$ cat src/rtl/sha_msg_padder_p.sv
// SHA-1/SHA-256 message padder: streams message words through, appends the 0x80 marker,
// zero fill and the 64-bit big-endian bit length, and flags block and message boundaries.
module sha_msg_padder_p #(
  parameter int DATA_W = 64,
  parameter int CNT_W  = 64
) (
  input  logic                      clk,
  input  logic                      rst,
  input  logic [DATA_W-1:0]         in_data,
  input  logic                      in_valid,
  input  logic                      in_last,
  input  logic [$clog2(DATA_W/8):0] in_bytes,
  output logic                      in_ready,
  output logic [DATA_W-1:0]         out_data,
  output logic                      out_valid,
  input  logic                      out_ready,
  output logic                      out_block_end,
  output logic                      out_last_block,
  output logic                      out_msg_end
);
  localparam int BPW  = DATA_W / 8;
  localparam int KW   = $clog2(BPW) + 1;
  localparam int WPB  = 512 / DATA_W;
  localparam int LW   = 64 / DATA_W;
  localparam int WI_W = $clog2(WPB);
  localparam logic [WI_W-1:0]   W_END   = WI_W'(WPB - 1);
  localparam logic [WI_W-1:0]   W_PRE   = WI_W'(WPB - LW - 1);  // last word before the length field
  localparam logic [KW-1:0]     K_FULL  = KW'(BPW);
  localparam logic [DATA_W-1:0] WORD_80 = {8'h80, {(DATA_W-8){1'b0}}};

  typedef enum logic [1:0] {DATA = 2'd0, PAD80 = 2'd1, ZERO = 2'd2, LEN = 2'd3} state_t;

  state_t            state_r, state_nxt_s;
  logic [WI_W-1:0]   w_r;
  logic [CNT_W-1:0]  len_r, len_nxt_s;
  logic              last_blk_r, lb_nxt_s;
  logic [DATA_W-1:0] out_data_r, word_s, len_word_s;
  logic              out_valid_r, out_block_end_r, out_last_block_r, out_msg_end_r;
  logic              can_load_s, load_s, lastb_s;
  logic              pad_fit_s, pad_lb_s, full_lb_s;
  state_t            pad_state_s;

  // Keep bytes 0..k-1, put the 0x80 marker in byte k, zero the rest.
  function automatic logic [DATA_W-1:0] pad_word(input logic [DATA_W-1:0] d, input logic [KW-1:0] k);
    logic [DATA_W-1:0] r;
    r = '0;
    for (int b = 0; b < BPW; b++) begin
      if (b < int'(k))       r[DATA_W-1-8*b -: 8] = d[DATA_W-1-8*b -: 8];
      else if (b == int'(k)) r[DATA_W-1-8*b -: 8] = 8'h80;
      else                   r[DATA_W-1-8*b -: 8] = 8'h00;
    end
    return r;
  endfunction

  assign can_load_s     = !out_valid_r || out_ready;
  assign in_ready       = !rst && (state_r == DATA) && can_load_s;
  assign out_data       = out_data_r;
  assign out_valid      = out_valid_r;
  assign out_block_end  = out_block_end_r;
  assign out_last_block = out_last_block_r;
  assign out_msg_end    = out_msg_end_r;
  // High length word first when the length spans two words.
  assign len_word_s = DATA_W'(len_r >> ((w_r == W_END) ? 0 : (CNT_W - DATA_W)));

  // Next-state, next output word and the final-block decision once the marker position is known.
  always_comb begin
    load_s      = 1'b0;
    state_nxt_s = state_r;
    word_s      = '0;
    lastb_s     = 1'b0;
    lb_nxt_s    = last_blk_r;
    len_nxt_s   = len_r;
    pad_fit_s   = (w_r <= W_PRE);
    full_lb_s   = (w_r < W_PRE);
    if (w_r == W_END) begin
      pad_state_s = ZERO;
      pad_lb_s    = 1'b1;
    end else if (w_r == W_PRE) begin
      pad_state_s = LEN;
      pad_lb_s    = 1'b1;
    end else begin
      pad_state_s = ZERO;
      pad_lb_s    = pad_fit_s;
    end
    case (state_r)
      DATA: begin
        if (in_valid && can_load_s) begin
          load_s = 1'b1;
          if (!in_last) begin
            word_s    = in_data;
            len_nxt_s = len_r + CNT_W'(DATA_W);
          end else if (in_bytes >= K_FULL) begin
            word_s      = in_data;
            len_nxt_s   = len_r + CNT_W'(DATA_W);
            lastb_s     = full_lb_s;
            state_nxt_s = PAD80;
          end else begin
            word_s      = pad_word(in_data, in_bytes);
            len_nxt_s   = len_r + (CNT_W'(in_bytes) << 3);
            lastb_s     = pad_fit_s;
            state_nxt_s = pad_state_s;
            lb_nxt_s    = pad_lb_s;
          end
        end else begin
          load_s = 1'b0;
        end
      end
      PAD80: begin
        if (can_load_s) begin
          load_s      = 1'b1;
          word_s      = WORD_80;
          lastb_s     = pad_fit_s;
          state_nxt_s = pad_state_s;
          lb_nxt_s    = pad_lb_s;
        end else begin
          load_s = 1'b0;
        end
      end
      ZERO: begin
        if (can_load_s) begin
          load_s  = 1'b1;
          lastb_s = last_blk_r;
          if (last_blk_r && (w_r == W_PRE)) begin
            state_nxt_s = LEN;
          end else if (!last_blk_r && (w_r == W_END)) begin
            lb_nxt_s = 1'b1;
          end else begin
            state_nxt_s = ZERO;
          end
        end else begin
          load_s = 1'b0;
        end
      end
      LEN: begin
        if (can_load_s) begin
          load_s  = 1'b1;
          word_s  = len_word_s;
          lastb_s = 1'b1;
          if (w_r == W_END) begin
            state_nxt_s = DATA;
            len_nxt_s   = '0;
            lb_nxt_s    = 1'b0;
          end else begin
            state_nxt_s = LEN;
          end
        end else begin
          load_s = 1'b0;
        end
      end
      default: begin
        state_nxt_s = DATA;
      end
    endcase
  end

  // State, counters and the registered output stage.
  always_ff @(posedge clk or posedge rst) begin
    if (rst) begin
      state_r          <= DATA;
      w_r              <= '0;
      len_r            <= '0;
      last_blk_r       <= 1'b0;
      out_data_r       <= '0;
      out_valid_r      <= 1'b0;
      out_block_end_r  <= 1'b0;
      out_last_block_r <= 1'b0;
      out_msg_end_r    <= 1'b0;
    end else begin
      state_r    <= state_nxt_s;
      len_r      <= len_nxt_s;
      last_blk_r <= lb_nxt_s;
      if (load_s) begin
        out_data_r       <= word_s;
        out_valid_r      <= 1'b1;
        out_block_end_r  <= (w_r == W_END);
        out_last_block_r <= lastb_s;
        out_msg_end_r    <= (state_r == LEN) && (w_r == W_END);
        w_r              <= w_r + WI_W'(1);
      end else if (can_load_s) begin
        out_valid_r      <= 1'b0;
        out_block_end_r  <= 1'b0;
        out_last_block_r <= 1'b0;
        out_msg_end_r    <= 1'b0;
      end
    end
  end
endmodule

$ cat config.mk
export PLATFORM = sky130hd
export DESIGN_NAME = sha_msg_padder_p
export DESIGN_NICKNAME = d
export VERILOG_FILES = /design/src/rtl/sha_msg_padder_p.sv
export SDC_FILE = /design/constraint.sdc
export NUM_CORES = 1
export LEC_CHECK = 0
export CAP_MARGIN = 15
export CORE_UTILIZATION = 41
export CTS_CLUSTER_SIZE = 40
export DETAILED_ROUTE_END_ITERATION = 8
export HOLD_SLACK_MARGIN = 0.1
export PLACE_DENSITY = 0.67
export SLEW_MARGIN = 20
export SYNTH_ARGS = -nofsm -noshare
export SYNTH_HDL_FRONTEND = slang
export SYNTH_SLANG_ARGS = --single-unit
$ cat constraint.sdc
create_clock -name clk -period 5.2 [get_ports clk]
set_input_delay 1.04 -clock clk [delete_from_list [all_inputs] [get_ports clk]]
set_output_delay 1.04 -clock clk [all_outputs]
set_load 0.02 [all_outputs]
Word-level counts from Yosys, hierarchy flattened

Cells that the tools add are included.

Add/subtract/negate cells: 3
Order comparisons: 11
Equality and inequality tests: 22
Mux-type cells: 66
Reduce and logical (&&, ||, !) cells: 18

Operator list:

| cell                    | count |
|---|---|
| $mux W64                | 10 |
| $pmux W64 S3            | 1 |
| $mux W8                 | 16 |
| $pmux W64 S2            | 1 |
| $add A64 B7 Y64         | 1 |
| $add A64 B7 Y64 const B | 1 |
| $mux W1                 | 24 |
| $mux W2                 | 10 |
| $eq A4 B4 Y1 const A    | 4 |
| $lt A3 B4 Y1 const A    | 4 |
| $ne A2 B2 Y1 const B    | 8 |
| $reduce_and A9 Y1       | 1 |
| $eq A3 B4 Y1 const A    | 2 |
| $lt A1 B4 Y1 const A    | 2 |
| $lt A2 B4 Y1 const A    | 2 |
| $pmux W1 S4             | 2 |
| $pmux W2 S4             | 1 |
| $eq A3 B3 Y1 const B    | 2 |
| $logic_and A1 B1 Y1     | 6 |
| $reduce_and A6 Y1       | 1 |
| $eq A2 B2 Y1 const B    | 2 |
| $eq A2 B4 Y1 const A    | 1 |
| $ge A4 B4 Y1 const B    | 1 |
| $logic_not A4 Y1        | 1 |
| other kinds (13)        | 16 |

Register bits: 138
Input bits: 73
Word-level logic and storage cells: 129

Logic depth before layout (Yosys ltp)

Depth in word-level cells: 7
Mapped depth: 11
Gate-level depth less buffers: 8

Worst setup path before layout

Ideal clock, no wire load.

Path type: input to register
Start point: in in_bytes[2]
End point: reg len_r[52]
Arrival: 3076 ps
Required time: 5131 ps
Slack: 2055 ps
Cell stages on the path: 7
Buffers on the path: 0
Path through: ha_1 -> a21oi_1 -> a211o_1 -> a2111oi_4 -> nand2_2 -> or4_1 -> nand3_1

Cells in the longest elaborated chain, start to end: 5
Elaborated cells between the ends (all ways): 6
Those cells by class: add/sub: 1; order compare: 1; mux: 4

Ends and longest elaborated chain:

| item                                                   | line   | RTL |
|---|---|---|
| start, declared                                        | 12     | `input logic [$clog2(DATA_W/8):0] in_bytes,` |
| $add A64 B7 Y64 / $ge A4 B4 Y1 (equally long branches) | 99, 92 |  |
| $mux W64 (*)                                           | 92     | `end else if (in_bytes >= K_FULL) begin` |
| $mux W64 (*)                                           | 89     | `if (!in_last) begin` |
| $mux W64 (*)                                           | 87     | `if (in_valid && can_load_s) begin` |
| $pmux W64 S2 (*)                                       | 85     | `case (state_r)` |
| end signal, assigned                                   | 170    | `len_r <= len_nxt_s;` |
| end, declared                                          | 35     | `logic [CNT_W-1:0] len_r, len_nxt_s;` |

Every way passes the cells marked *; elsewhere a longest branch is shown, timed or not. The select of a mux whose other input is x is not followed.
A chain may end at the register's enable or synchronous reset.

Worst setup path after layout

Start point: in in_bytes[3]
End point: reg len_r[52]

The elaborated chain is that of the path after synthesis.

==> run summary <==
status: finished clean
TritonCTS Buffers: 17
Max Slew Vio Count: 0
RD Place Congestion: 0.904
Yosys top cell area share: 45.8%
aggregate global-route resource usage: 24.4%
PwrDens: 388 nW/um2
Post-Layout Cell Count: 1,205
Mapped Cells: 849
Tcrit/Tclk final: 75.6%
syn_area_per_cell: 8.70 um2
Iter 0 DRT Violations: 751
DP Worst Slack: 0.851 ns
CP startpoint kind: primary input
first-pass GRT wire length: 35,300 um
CTS tree: done
Final #Nets: 1,053
number of synthesized flops with an enable pin: 0
number of remaining DRC errors: 0
Seq/Total Area, Yosys: 45.8%
setup ws final: 1.27 ns
Routed Antenna Nets: 0
drt pass-1 iters: 5
vias per cell: 5.98
die height: 136 um
Hold Path Class: register to register
maximum clock insertion buffer count: 2
clock-pin slew on the worst setup and hold paths: 0.06 ns
core area: 17,400 um2
row count: 48
layout cells sized above 1: 6.33%
Mapped Nets: 935
largest net degree at the start of global routing: 90
most common cell in the synthesized netlist: dfrtp_1
chip width: 136 um
hold_buf cts: 0
Clock Skew: 0.00729 ns
CTS resizes: 0
post-synthesis cell type count: 59
worst slew margin relative to its limit: 34.9%
Mapped Area: 7380 um2
Detailed Route WL: 22,000 um
Seq cells post-synth: 135
die area: 18,500 um2
Power, Total: 3720 uW
slowest cell on the critical path: a2111oi_4
post-DP HPWL: 14,800 um
final hold violations: 0
crit path max fanout: 16
Max-cap violations: 0
n_diodes: 0
boundary pin count: 142
antenna violations before repair: 0
Async SR Flop Fraction: 100%
Layout area overhead: 29.9%
Required @ worst endpoint: 5.56 ns
largest cells by area after synthesis: dfrtp_1 (46%), o21ai_0 (8.9%), nand2_1 (6.4%)
setup_tns: 0 ns
number of global-route vias before repair: 6,589
RSZ-0062 raised after global routing: no
dominant cell type by area after synthesis: dfrtp_1
initial core utilization: 42.4%
grt total ovfl: 0
clk root buf: clkbuf_16
# port buffers: 141
WL per Instance: 18.2 um
fmax: 0.254 GHz
Period minus WS final: 3.93 ns
crit end category: register
Final setup viols: 0
Setup Buffers After CTS: 0
synth warn: 0
Crit Path Category: primary input to register
Worst Path Arrival: 4.29 ns
IR drop worst, VDD: 259 uV
CP peak stage delay: 0.86 ns
routed vias: 7,200
Most used DFF post-synth: dfrtp_1
Worst-Margin Slew: 0.974 ns
Worst-Skew Late Latency: 0.43 ns
Sinks on Clock Net: 135
commonest cells in the netlist: dfrtp_1 (135), o21ai_0 (132), nand2_1 (125)
H-tree level count: 4
Static Leak: 0.00384 uW
cell breakdown of the critical path: clkdlybuf4s50_1 > nand2b_1 > a21oi_1 > a2111oi_4 > nand2_2 > or4_1 > nand3_1
placed insts: 1,173
## placed cells by master, fill, tap and decap left out, types with 17 or more instances in the layout
cell             instances
nand2_1                125
o21ai_0                132
a21oi_1                 37
and3_1                  17
nand3_1                 42
clkdlybuf4s50_1        141
nand4_1                 25
nor3_1                  21
clkbuf_16               17
nor2_1                  25
a31oi_1                 19
dfrtp_1                135
a22oi_1                 56
## power breakdown
| group | total, uW | internal (uW) | switching [uW] |
|---|---|---|---|
| combinational | 1200 | 438 | 759 |
| sequential | 1300 | 1180 | 121 |
| clock | 1220 | 766 | 458 |
## through the flow
step                      utilization [%]  cell area, um2  hold slack, ns
after floorplan                         -            7380           0.470
after CTS                            55.0            9590           0.478
after detailed placement             51.6            8990           0.465
after global placement               51.6            8990           0.458
after global routing                 55.1            9590           0.498
final                                55.1            9590           0.473
## state kept, by name, indices dropped and copies added, names as in the netlist
register,count
out_valid,1
w_r,3
out_block_end,1
out_data,64
last_blk_r,1
out_msg_end,1
out_last_block,1
len_r,61
state_r,2
## logic make-up (layout without fill, tap and decap cells)
family	Yosys count	after routing	share of synthesized area, %
AO/OA/AOI/OAI	300	300	25.2
AND/OR/NAND/NOR	320	320	21.8
adder cells (fa/ha/maj)	13	13	2.30
buffers and inverters	70	201	3.59
multiplexers	2	2	0.305
flip-flops	135	135	45.8
XOR/XNOR	9	9	1.07
## final cells by class
cell class                      instances  area, um2
Sequential cell                       135       3380
Inverter                               14       57.6
Fill cell                            1628       7830
Multi-Input combinational cell        644       3760
Clock buffer                           24        502
Timing Repair Buffer                  155       1520
Tap cell                              225        282
Clock inverter                          8       93.8
## per-layer routing
metal | vias up | global-route usage (%) | share of wire, %
met4 | 0 | 8.89 | 2.0
met5 | - | 0 | 0
met2 | 268 | 36.8 | 45
li1 | 3411 | - | -
met1 | 3481 | 35.0 | 47
met3 | 40 | 4.29 | 6.0
## worst max-delay path, delay by kind of cell
| family | cells | cell delay [ns] |
|---|---|---|
| buffers and inverters | 1 | 0.68 |
| AOI/OAI and AO/OA | 2 | 1.16 |
| and+or+nand+nor | 4 | 1.40 |
## path summary, 6_finish.rpt
| check | depth (start not counted) | startpoint | endpoint | slack (ns) |
|---|---|---|---|---|
| min in group asynchronous | 2 | rst | w_r[1] | 1.14 |
| min | 1 | out_data[7] | out_data[7] | 0.47 |
| max | 7 | in_bytes[3] | len_r[52] | 1.27 |
| max reg2reg | 7 | state_r[1] | out_data[28] | 1.89 |
| min reg2reg | 1 | out_data[7] | out_data[7] | 0.47 |
| max in group asynchronous | 3 | rst | out_data[62] | 3.14 |
Power figures use the tool's default switching activity.
